## config.mk

```make
export PLATFORM = sky130hd
export DESIGN_NAME = read_dispatcher
export DESIGN_NICKNAME = d
export VERILOG_FILES = /design/src/rtl/read_dispatcher_pkg.sv /design/src/rtl/read_dispatcher_rr_picker.sv /design/src/rtl/read_dispatcher.sv
export SDC_FILE = /design/constraint.sdc
export NUM_CORES = 1
export LEC_CHECK = 0
export ABC_AREA = 1
export CORE_AREA = 10 10 190 192
export CTS_CLUSTER_SIZE = 40
export DETAILED_ROUTE_END_ITERATION = 16
export DIE_AREA = 0 0 200 202
export GPL_TIMING_DRIVEN = 0
export SETUP_SLACK_MARGIN = 0.4
export SLEW_MARGIN = 20
export SYNTH_ARGS = -nofsm -noshare
export SYNTH_HDL_FRONTEND = slang
export SYNTH_SLANG_ARGS = --single-unit
```

## constraint.sdc

```tcl
create_clock -name clk -period 6.5 [get_ports clk]
set_clock_uncertainty 0.2 [all_clocks]
set_input_delay 1.3 -clock clk [delete_from_list [all_inputs] [get_ports clk]]
set_output_delay 1.3 -clock clk [all_outputs]
set_load 0.01 [all_outputs]
```

## src/rtl/read_dispatcher_pkg.sv

```systemverilog
// Shared read-path definitions: symbol alphabet, read-id width and the
// default number of seeding engines.
package BwaMemDefines;

  typedef enum logic [2:0] {
    sym_A = 3'd0,
    sym_C = 3'd1,
    sym_G = 3'd2,
    sym_T = 3'd3,
    sym_N = 3'd4
  } Symbol;

  localparam int unsigned SYM_W        = $bits(Symbol);
  localparam int unsigned RID_W        = 16;
  localparam int unsigned NUM_SEED_ENG = 4;

endpackage

```

## src/rtl/read_dispatcher_rr_picker.sv

```systemverilog
// Round-robin picker: grants the first requester found when searching
// upward from the engine after last_grant, wrapping modulo N.
module RrPicker #(
  parameter int unsigned N     = 4,
  parameter int unsigned IDX_W = (N > 1) ? $clog2(N) : 1
) (
  input  logic [N-1:0]     req,
  input  logic [IDX_W-1:0] last_grant,
  output logic [N-1:0]     grant,
  output logic [IDX_W-1:0] grant_idx,
  output logic             any
);

  logic [IDX_W-1:0] cidx;

  // Scan candidates last_grant+1 .. last_grant+N and keep the first hit.
  always_comb begin
    grant     = '0;
    grant_idx = '0;
    any       = 1'b0;
    cidx      = '0;
    for (int unsigned i = 1; i <= N; i++) begin
      cidx = IDX_W'((32'(last_grant) + i) % N);
      if (!any && req[cidx]) begin
        any        = 1'b1;
        grant[cidx] = 1'b1;
        grant_idx  = cidx;
      end
    end
  end

endmodule

```

## src/rtl/read_dispatcher.sv

```systemverilog
// Read dispatcher: holds one incoming read, claims a free seeding engine by
// round-robin, pulses its start while broadcasting the held read, and tracks
// engine claims, spurious finishes and drain requests.
module read_dispatcher
  import BwaMemDefines::*;
#(
  parameter int unsigned NUM_ENG  = NUM_SEED_ENG,
  parameter int unsigned READ_LEN = 76
) (
  input  logic                         clk,
  input  logic                         rst,
  input  Symbol                        s_read [0:READ_LEN-1],
  input  logic [RID_W-1:0]             s_read_id,
  input  logic                         s_read_valid,
  output logic                         s_read_ready,
  output Symbol                        eng_read [0:READ_LEN-1],
  output logic [RID_W-1:0]             eng_read_id,
  output logic [NUM_ENG-1:0]           eng_start,
  input  logic [NUM_ENG-1:0]           eng_finish,
  input  logic                         drain,
  output logic                         drained,
  output logic [$clog2(NUM_ENG+1)-1:0] outstanding,
  output logic                         idle,
  output logic                         err_spurious
);

  localparam int unsigned IDX_W = (NUM_ENG > 1) ? $clog2(NUM_ENG) : 1;
  localparam int unsigned OUT_W = $clog2(NUM_ENG + 1);

  typedef enum logic [1:0] {S_Idle, S_WaitEng, S_Issue} state_t;

  state_t             state;
  logic [NUM_ENG-1:0] claimed;
  logic [NUM_ENG-1:0] claimed_nxt;
  logic [NUM_ENG-1:0] start_q;
  logic [NUM_ENG-1:0] grant_oh;
  logic [IDX_W-1:0]   last_grant;
  logic [IDX_W-1:0]   grant_idx;
  logic               grant_any;
  logic               grant_now;
  logic [OUT_W-1:0]   claimed_cnt;
  logic               drain_pend;

  RrPicker #(.N(NUM_ENG), .IDX_W(IDX_W)) u_rr (
    .req       (~claimed),
    .last_grant(last_grant),
    .grant     (grant_oh),
    .grant_idx (grant_idx),
    .any       (grant_any)
  );

  assign grant_now    = (state == S_WaitEng) && grant_any;
  assign s_read_ready = (state == S_Idle);
  assign idle         = (state == S_Idle) && (outstanding == '0);
  // Start is registered; masking with rst keeps a pulse already queued for
  // the issue cycle from reaching engines that are being reset alongside us.
  assign eng_start    = start_q & {NUM_ENG{~rst}};

  // Next claim map: finishes release, a grant claims and wins over a finish.
  always_comb begin
    claimed_nxt = (claimed & ~eng_finish) | (grant_now ? grant_oh : '0);
    claimed_cnt = '0;
    for (int unsigned i = 0; i < NUM_ENG; i++) begin
      claimed_cnt = claimed_cnt + OUT_W'(claimed_nxt[i]);
    end
  end

  // Dispatch FSM: capture into hold register, wait for an engine, issue.
  always_ff @(posedge clk) begin
    if (rst) begin
      state       <= S_Idle;
      start_q     <= '0;
      eng_read_id <= '0;
      last_grant  <= IDX_W'(NUM_ENG - 1);
      for (int unsigned i = 0; i < READ_LEN; i++) begin
        eng_read[i] <= sym_N;
      end
    end else begin
      start_q <= '0;
      case (state)
        S_Idle: begin
          if (s_read_valid) begin
            eng_read    <= s_read;
            eng_read_id <= s_read_id;
            state       <= S_WaitEng;
          end
        end
        S_WaitEng: begin
          if (grant_any) begin
            start_q    <= grant_oh;
            last_grant <= grant_idx;
            state      <= S_Issue;
          end
        end
        S_Issue: state <= S_Idle;
        default: state <= S_Idle;
      endcase
    end
  end

  // Claim bookkeeping, outstanding count and sticky spurious-finish flag.
  always_ff @(posedge clk) begin
    if (rst) begin
      claimed      <= '0;
      outstanding  <= '0;
      err_spurious <= 1'b0;
    end else begin
      claimed     <= claimed_nxt;
      outstanding <= claimed_cnt;
      if (|(eng_finish & ~claimed)) begin
        err_spurious <= 1'b1;
      end
    end
  end

  // Drain tracking: answer immediately when already idle, else remember.
  always_ff @(posedge clk) begin
    if (rst) begin
      drain_pend <= 1'b0;
      drained    <= 1'b0;
    end else begin
      drained <= 1'b0;
      if ((drain || drain_pend) && idle) begin
        drained    <= 1'b1;
        drain_pend <= 1'b0;
      end else if (drain) begin
        drain_pend <= 1'b1;
      end
    end
  end

endmodule

```

==> impl_metrics.tcl, run 1 <==
set metrics [dict create \
    status "finished, final reports clean" \
    clock_latency_ns 0.55 \
    drtPass1Iterations 4 \
    critical_path.max_stage_delay_ns 0.54 \
    ys_seq_area_frac 0.558 \
    overflow 0 \
    synth_edf_count 0 \
    max_slew_margin 0.518 \
    coreArea_sq_um 32300 \
    die_area_sq_um 40400 \
    cts_made_buffers 30 \
    place_area_sq_um 15000 \
    power_density_nw_per_um2 269 \
    grt_max_degree 15 \
    cp-endpoint "eng_start[3]" \
    drive_above_1_share 0.0518 \
    ios 507 \
    ys.flop_type "dfxtp_1" \
    timing_hold_violations_final 0 \
    routabilityCongestion 0.824 \
    syn_avg_cell_area_sq_um 7.71 \
    final_core_util 0.493 \
    p_leak_nw 6.59 \
    cap_violations 0 \
    drtIter0Drc 407 \
    reg2reg_depth 16 \
    syn_inst 1219 \
    area_growth_syn_to_layout_pct 69.5 \
    worstPathArrival_ns 2.82 \
    grt_pass1_wl_mm 61.3 \
    synthArstFlopShare 0 \
    finalSetupViolCount 0 \
    design_area_sq_um 15900 \
    hold_path_class "flip-flop to flip-flop" \
    avgRoutedWirePerCell_um 19.1 \
    critPathLaunch "rst" \
    synthSimpleGateAreaFrac 0.286 \
    cts_buffer_depth 3 \
    syn_area_sq_um 9400 \
    ys_ff_latch 262 \
    timing.rr.end "outstanding[1]$_SDFF_PP0_" \
    grt_pass1_vias 9762 \
    drt_wl_total_mm 42.4 \
    cts_max_level 1 \
    synth.distinct_cells 25 \
    cpMaxStageDelayCell "clkdlybuf4s50_1" \
    crit_chain "clkdlybuf4s50_1 -> clkbuf_1 -> nor2_1 -> clkdlybuf4s50_1" \
    post_cts_resized 0 \
    synth_top_family_by_area "simple AND/OR/NAND/NOR gates" \
    post-route-period-util 0.664 \
    r2r_slack_ns 3.17 \
    nets 2016 \
    root_buffer "clkbuf_16" \
    power_mw 4.29 \
    critPathMostFrequentCell "clkdlybuf4s50_1" \
    routed_via_density 4.49 \
    required_ns 5.00 \
    clk_pin_slew_ns 0.06 \
    hpwlAfterDp_mm 33.7 \
    num-fill-cells 3110 \
    fp.dieH_um 202 \
    fmax_mhz 232 \
    synth_compound_area_frac 0.0975 \
    post-cts-setup-buffers 0 \
    drv_slew 0 \
    cp-end-kind "primary output" \
    synth_fa_ha_area_frac 0.0101 \
    synthMuxAreaShare 0 \
    via_count 9958 \
    fin_crit_ns 4.32 \
    num_rows 66 \
    die_w_um 200 \
    startpoint_type "input port" \
    drc_errors 0 \
    min_from "eng_read[203]$_SDFFE_PP1P_" \
    rr_startpoint "last_grant[1]$_SDFFE_PP1P_" \
    tightest_slew_ns 0.724 \
    io_buffers 506 \
    synth_fp_nets 1478 \
    gr-usage-all-layers 0.197 \
    grt_antenna_before_repair 1 \
    rsz0062_at_grt "false" \
    drtAntennaViolNets 0 \
    fin_tns_setup_ns 0 \
    initial_core_util 0.291 \
    synth-xor-area-share 0 \
    ir_drop_v 0.000187 \
    path_class "input port to primary output" \
    yosys_warnings 0 \
    hold_buffers 0 \
    cts_tree "done" \
    clkSinkCount 262 \
    cp_max_fo 10 \
]
==> routing by layer <==
layer,vias up,global-route usage,share of wire,routed length [um]
li1,4965,-,-,-
met1,4513,0.204,0.36,15300
met3,56,0.0942,0.13,5610
met5,-,0,0,0
met4,0,0.0530,0.024,1020
met2,424,0.346,0.48,20400
==> kinds of logic after synthesis <==
family                   Yosys count
AO/OA/AOI/OAI                    179
adder cells (fa/ha/maj)            7
buffers and inverters            111
flip-flops                       262
AND/OR/NAND/NOR                  660
==> per-stage QoR <==
stage | std cells | hold WS, ns | setup WS [ns]
2_1_floorplan | 1219 | 0.301 | 3.33
3_3_place_gp | 2167 | 0.251 | 2.15
3_5_place_dp | 2167 | 0.254 | 2.13
4_1_cts | 2217 | 0.272 | 2.13
6_report | 2218 | 0.269 | 2.18
5_1_grt | 2218 | 0.293 | 2.07
==> cell usage after synthesis (4+ instances only) <==
| cell type | instances | area (sq um) |
|---|---|---|
| nand4_1 | 4 | 25.0 |
| inv_2 | 5 | 18.8 |
| buf_2 | 26 | 130 |
| o21ai_0 | 169 | 846 |
| nand3_2 | 4 | 40.0 |
| inv_1 | 23 | 86.3 |
| nand2_2 | 6 | 37.5 |
| nor2_1 | 354 | 1330 |
| a21oi_2 | 4 | 35.0 |
| clkbuf_1 | 56 | 210 |
| nand2_1 | 192 | 721 |
| dfxtp_1 | 262 | 5250 |
| ha_1 | 6 | 75.1 |
| nand3_1 | 92 | 460 |
==> cell usage in the layout (no fill, tap or decap), types with 2 or more instances in the layout <==
| cell | synthesis | final |
|---|---|---|
| nand2_4 | 3 | 3 |
| nand2_2 | 6 | 6 |
| inv_2 | 5 | 5 |
| inv_1 | 23 | 23 |
| dfxtp_1 | 262 | 262 |
| a21oi_1 | 2 | 2 |
| clkdlybuf4s50_1 | 0 | 506 |
| nand3_1 | 92 | 92 |
| clkbuf_8 | 0 | 6 |
| a21oi_2 | 4 | 4 |
| buf_2 | 26 | 26 |
| ha_1 | 6 | 6 |
| clkinv_2 | 0 | 3 |
| nor2_1 | 354 | 354 |
| clkbuf_16 | 0 | 31 |
| o22ai_1 | 2 | 2 |
| clkbuf_1 | 56 | 65 |
| nand3_2 | 4 | 4 |
| o21ai_0 | 169 | 169 |
| nand2_1 | 192 | 192 |
| nor3_1 | 2 | 2 |
| nand4_1 | 4 | 4 |
==> where the power goes <==
part	total, mW	internal, mW	switching (mW)	leakage, nW
logic	0.878	0.462	0.416	3.97
registers	1.82	1.74	0.0733	2.17
clock network	1.59	0.930	0.661	0.448
total	4.29	3.14	1.15	6.59
==> worst max-delay path, delay by kind of cell <==
family / cells / cell delay [ns]
buffers and inverters: 3 / 1.42
AND/OR/NAND/NOR: 1 / 0.09
==> registers in the layout (all words and copies together) (netlist names), 2 cells and up <==
register	flops
start_q	4
outstanding	3
eng_read_id	16
eng_read	228
state	2
claimed	4
last_grant	2
==> worst min-delay path by stage <==
stage / endpoint / cells past startpoint
2_1_floorplan: drained$_SDFF_PP0_ / 2
3_3_place_gp: eng_read[44]$_SDFFE_PP1P_ / 2
3_5_place_dp: eng_read[8]$_SDFFE_PP1P_ / 2
4_1_cts: eng_read[188]$_SDFFE_PP1P_ / 2
5_1_grt: eng_read[110]$_SDFFE_PP1P_ / 2
6_report: eng_read[203]$_SDFFE_PP1P_ / 2
==> area by class of cell <==
cell class / instances / area (sq um) / share of cell area
multi-input combinational: 846 / 3700 / 0.232
sequential: 262 / 5250 / 0.329
tap: 442 / 553 / 0.0347
timing repair buffer: 506 / 5060 / 0.318
clock buffer: 46 / 892 / 0.0560
clock inverter: 4 / 22.5 / 0.00141
inverter: 28 / 105 / 0.00660
buffer: 83 / 352 / 0.0221
antenna: 1 / 2.50 / 0.000157
No activity file was read; power rests on OpenSTA's default activity.
==> run 2: changes to the inputs <==
--- a/config.mk
+++ b/config.mk
@@ -6,10 +6,10 @@
 export NUM_CORES = 1
 export LEC_CHECK = 0
 export ABC_AREA = 1
-export CORE_AREA = 10 10 190 192
+export CORE_AREA = 10 10 191 193
 export CTS_CLUSTER_SIZE = 40
 export DETAILED_ROUTE_END_ITERATION = 16
-export DIE_AREA = 0 0 200 202
+export DIE_AREA = 0 0 201 203
 export GPL_TIMING_DRIVEN = 0
 export SETUP_SLACK_MARGIN = 0.4
 export SLEW_MARGIN = 20
==> constraint.sdc (replaced) <==
create_clock -name clk -period 3.77 [get_ports clk]
set_clock_uncertainty 0.2 [all_clocks]
set_input_delay 0.754 -clock clk [delete_from_list [all_inputs] [get_ports clk]]
set_output_delay 0.754 -clock clk [all_outputs]
set_load 0.01 [all_outputs]
==> impl_metrics.tcl, run 2 (synthesis gave the netlist of run 1 again) <==
set metrics [dict create \
    routed_via_density 4.50 \
    cap_violations 0 \
    die_area_sq_um 40800 \
    multi_input_area_sq_um 3700 \
    grt_pass1_wl_mm 63.3 \
    post-route-period-util 0.855 \
    drc_errors 0 \
    hpwlAfterDp_mm 33.9 \
    critical_path.max_stage_delay_ns 0.54 \
    ir_drop_v 0.000354 \
    path_class "input port to primary output" \
    cp_max_fo 10 \
    drt_wl_total_mm 42.4 \
    area_growth_syn_to_layout_pct 70.0 \
    required_ns 2.82 \
    avgRoutedWirePerCell_um 19.1 \
    grt_antenna_before_repair 4 \
    ios 507 \
    max_slew_margin 0.504 \
    crit_chain "clkdlybuf4s50_1 -> clkbuf_1 -> nor2_1 -> clkdlybuf4s50_1" \
    fmax_mhz 310 \
    fin_tns_setup_ns 0 \
    critPathMostFrequentCell "clkdlybuf4s50_1" \
    drv_slew 0 \
    num-fill-cells 3187 \
    hold_buffers 0 \
    root_buffer "clkbuf_16" \
    cts_tree "done" \
    fp.dieH_um 203 \
    finalSetupViolCount 0 \
    initial_core_util 0.290 \
    clkSinkCount 262 \
    mostFrequentLayoutCells "clkdlybuf4s50_1 (506), nor2_1 (354), dfxtp_1 (260)" \
    num_rows 66 \
    drive_above_1_share 0.0535 \
    drtAntennaViolNets 0 \
    grt-busiest-layer "met2" \
    nets 2016 \
    clk_pin_slew_ns 0.05 \
    routabilityCongestion 0.850 \
    grtUsageMet3 0.0888 \
    drtIter0Drc 427 \
    largest_reg_flops 228 \
    instances_no_fill 2220 \
    cts_max_level 1 \
    timing_hold_violations_final 0 \
    cts_buffer_depth 3 \
    grtUsageMet1 0.212 \
    status "finished, final reports clean" \
    grt_pass1_vias 10055 \
    fin_crit_ns 3.22 \
    coreArea_sq_um 32500 \
    die_w_um 201 \
    grt_max_degree 15 \
    regArea_sq_um 5250 \
    p_leak_nw 6.60 \
    post_cts_resized 0 \
    via_count 9981 \
    hold_path_class "flip-flop to flip-flop" \
    cts_made_buffers 30 \
    startpoint_type "input port" \
    worstPathArrival_ns 2.27 \
    drtPass1Iterations 4 \
    rsz0062_at_grt "false" \
    top_register "eng_read" \
    overflow 0 \
    post-cts-setup-buffers 0 \
    tightest_slew_ns 0.743 \
    power_density_nw_per_um2 468 \
    cpMaxStageDelayCell "clkdlybuf4s50_1" \
    io_buffers 506 \
    clock_latency_ns 0.55 \
    reg_top3 "eng_read x228, eng_read_id x16" \
    cp-end-kind "primary output" \
    grt_use_met2 0.345 \
    final_common_cell "clkdlybuf4s50_1" \
    gr-usage-all-layers 0.198 \
    post-place-cells 2167 \
]
## run 2: cell types whose count changed in the layout (fill, tap and decap cells not counted)
cell,previous run,this run
clkbuf_8,6,7
clkinv_2,3,1
diode_2,1,3
dfxtp_2,0,2
ha_1,6,5
ha_2,0,1
dfxtp_1,262,260
bufinv_16,0,1
## run 2: stage by stage
step | utilization | hold WS (ns) | power (mW) | worst slack, ns | instance area, sq um
after CTS | 0.492 | 0.271 | 7.59 | 0.464 | 16000
after floorplan | - | 0.301 | 3.76 | 0.805 | 9400
after global placement | 0.463 | 0.254 | 4.70 | 0.515 | 15000
final | 0.492 | 0.265 | 7.48 | 0.546 | 16000
after global routing | 0.492 | 0.289 | 7.86 | 0.424 | 16000
after detailed placement | 0.463 | 0.254 | 4.72 | 0.512 | 15000
## run 2: worst max-delay path, delay by kind of cell
family        cells  cell delay [ns]
simple gates      1             0.10
buf+inv           3             1.42
## run 2: worst paths after layout
path / endpoint / start / slack, ns / depth (start not counted)
setup / recovery: eng_start[3] / rst / 0.55 / 4
hold / removal: eng_read[65]$_SDFFE_PP1P_ / eng_read[65]$_SDFFE_PP1P_ / 0.27 / 2
setup reg to reg: outstanding[1]$_SDFF_PP0_ / last_grant[1]$_SDFFE_PP1P_ / 0.61 / 16
hold reg to reg: eng_read[65]$_SDFFE_PP1P_ / eng_read[65]$_SDFFE_PP1P_ / 0.27 / 2
## run 2: final cells by class
cell class | count | share of cell area
clock buffers | 47 | 0.0567
inverters | 28 | 0.00658
multi-input cells | 846 | 0.231
well taps | 442 | 0.0346
plain buffers | 83 | 0.0220
clock inverters | 3 | 0.00266
flip-flops and latches | 262 | 0.328
diodes | 3 | 0.000470
repair buffers | 506 | 0.317
## run 2: per-layer routing
metal  up-vias  wire length (um)
met5         -                13
met4         2               962
met3        52              4680
met2       411             20500
met1      4544             16200
li1       4972                 -
## run 2: report_power, final
part / switching, mW / internal (mW)
clock: 1.14 / 1.69
combinational: 0.713 / 0.797
sequential: 0.127 / 3.01
total: 1.98 / 5.50
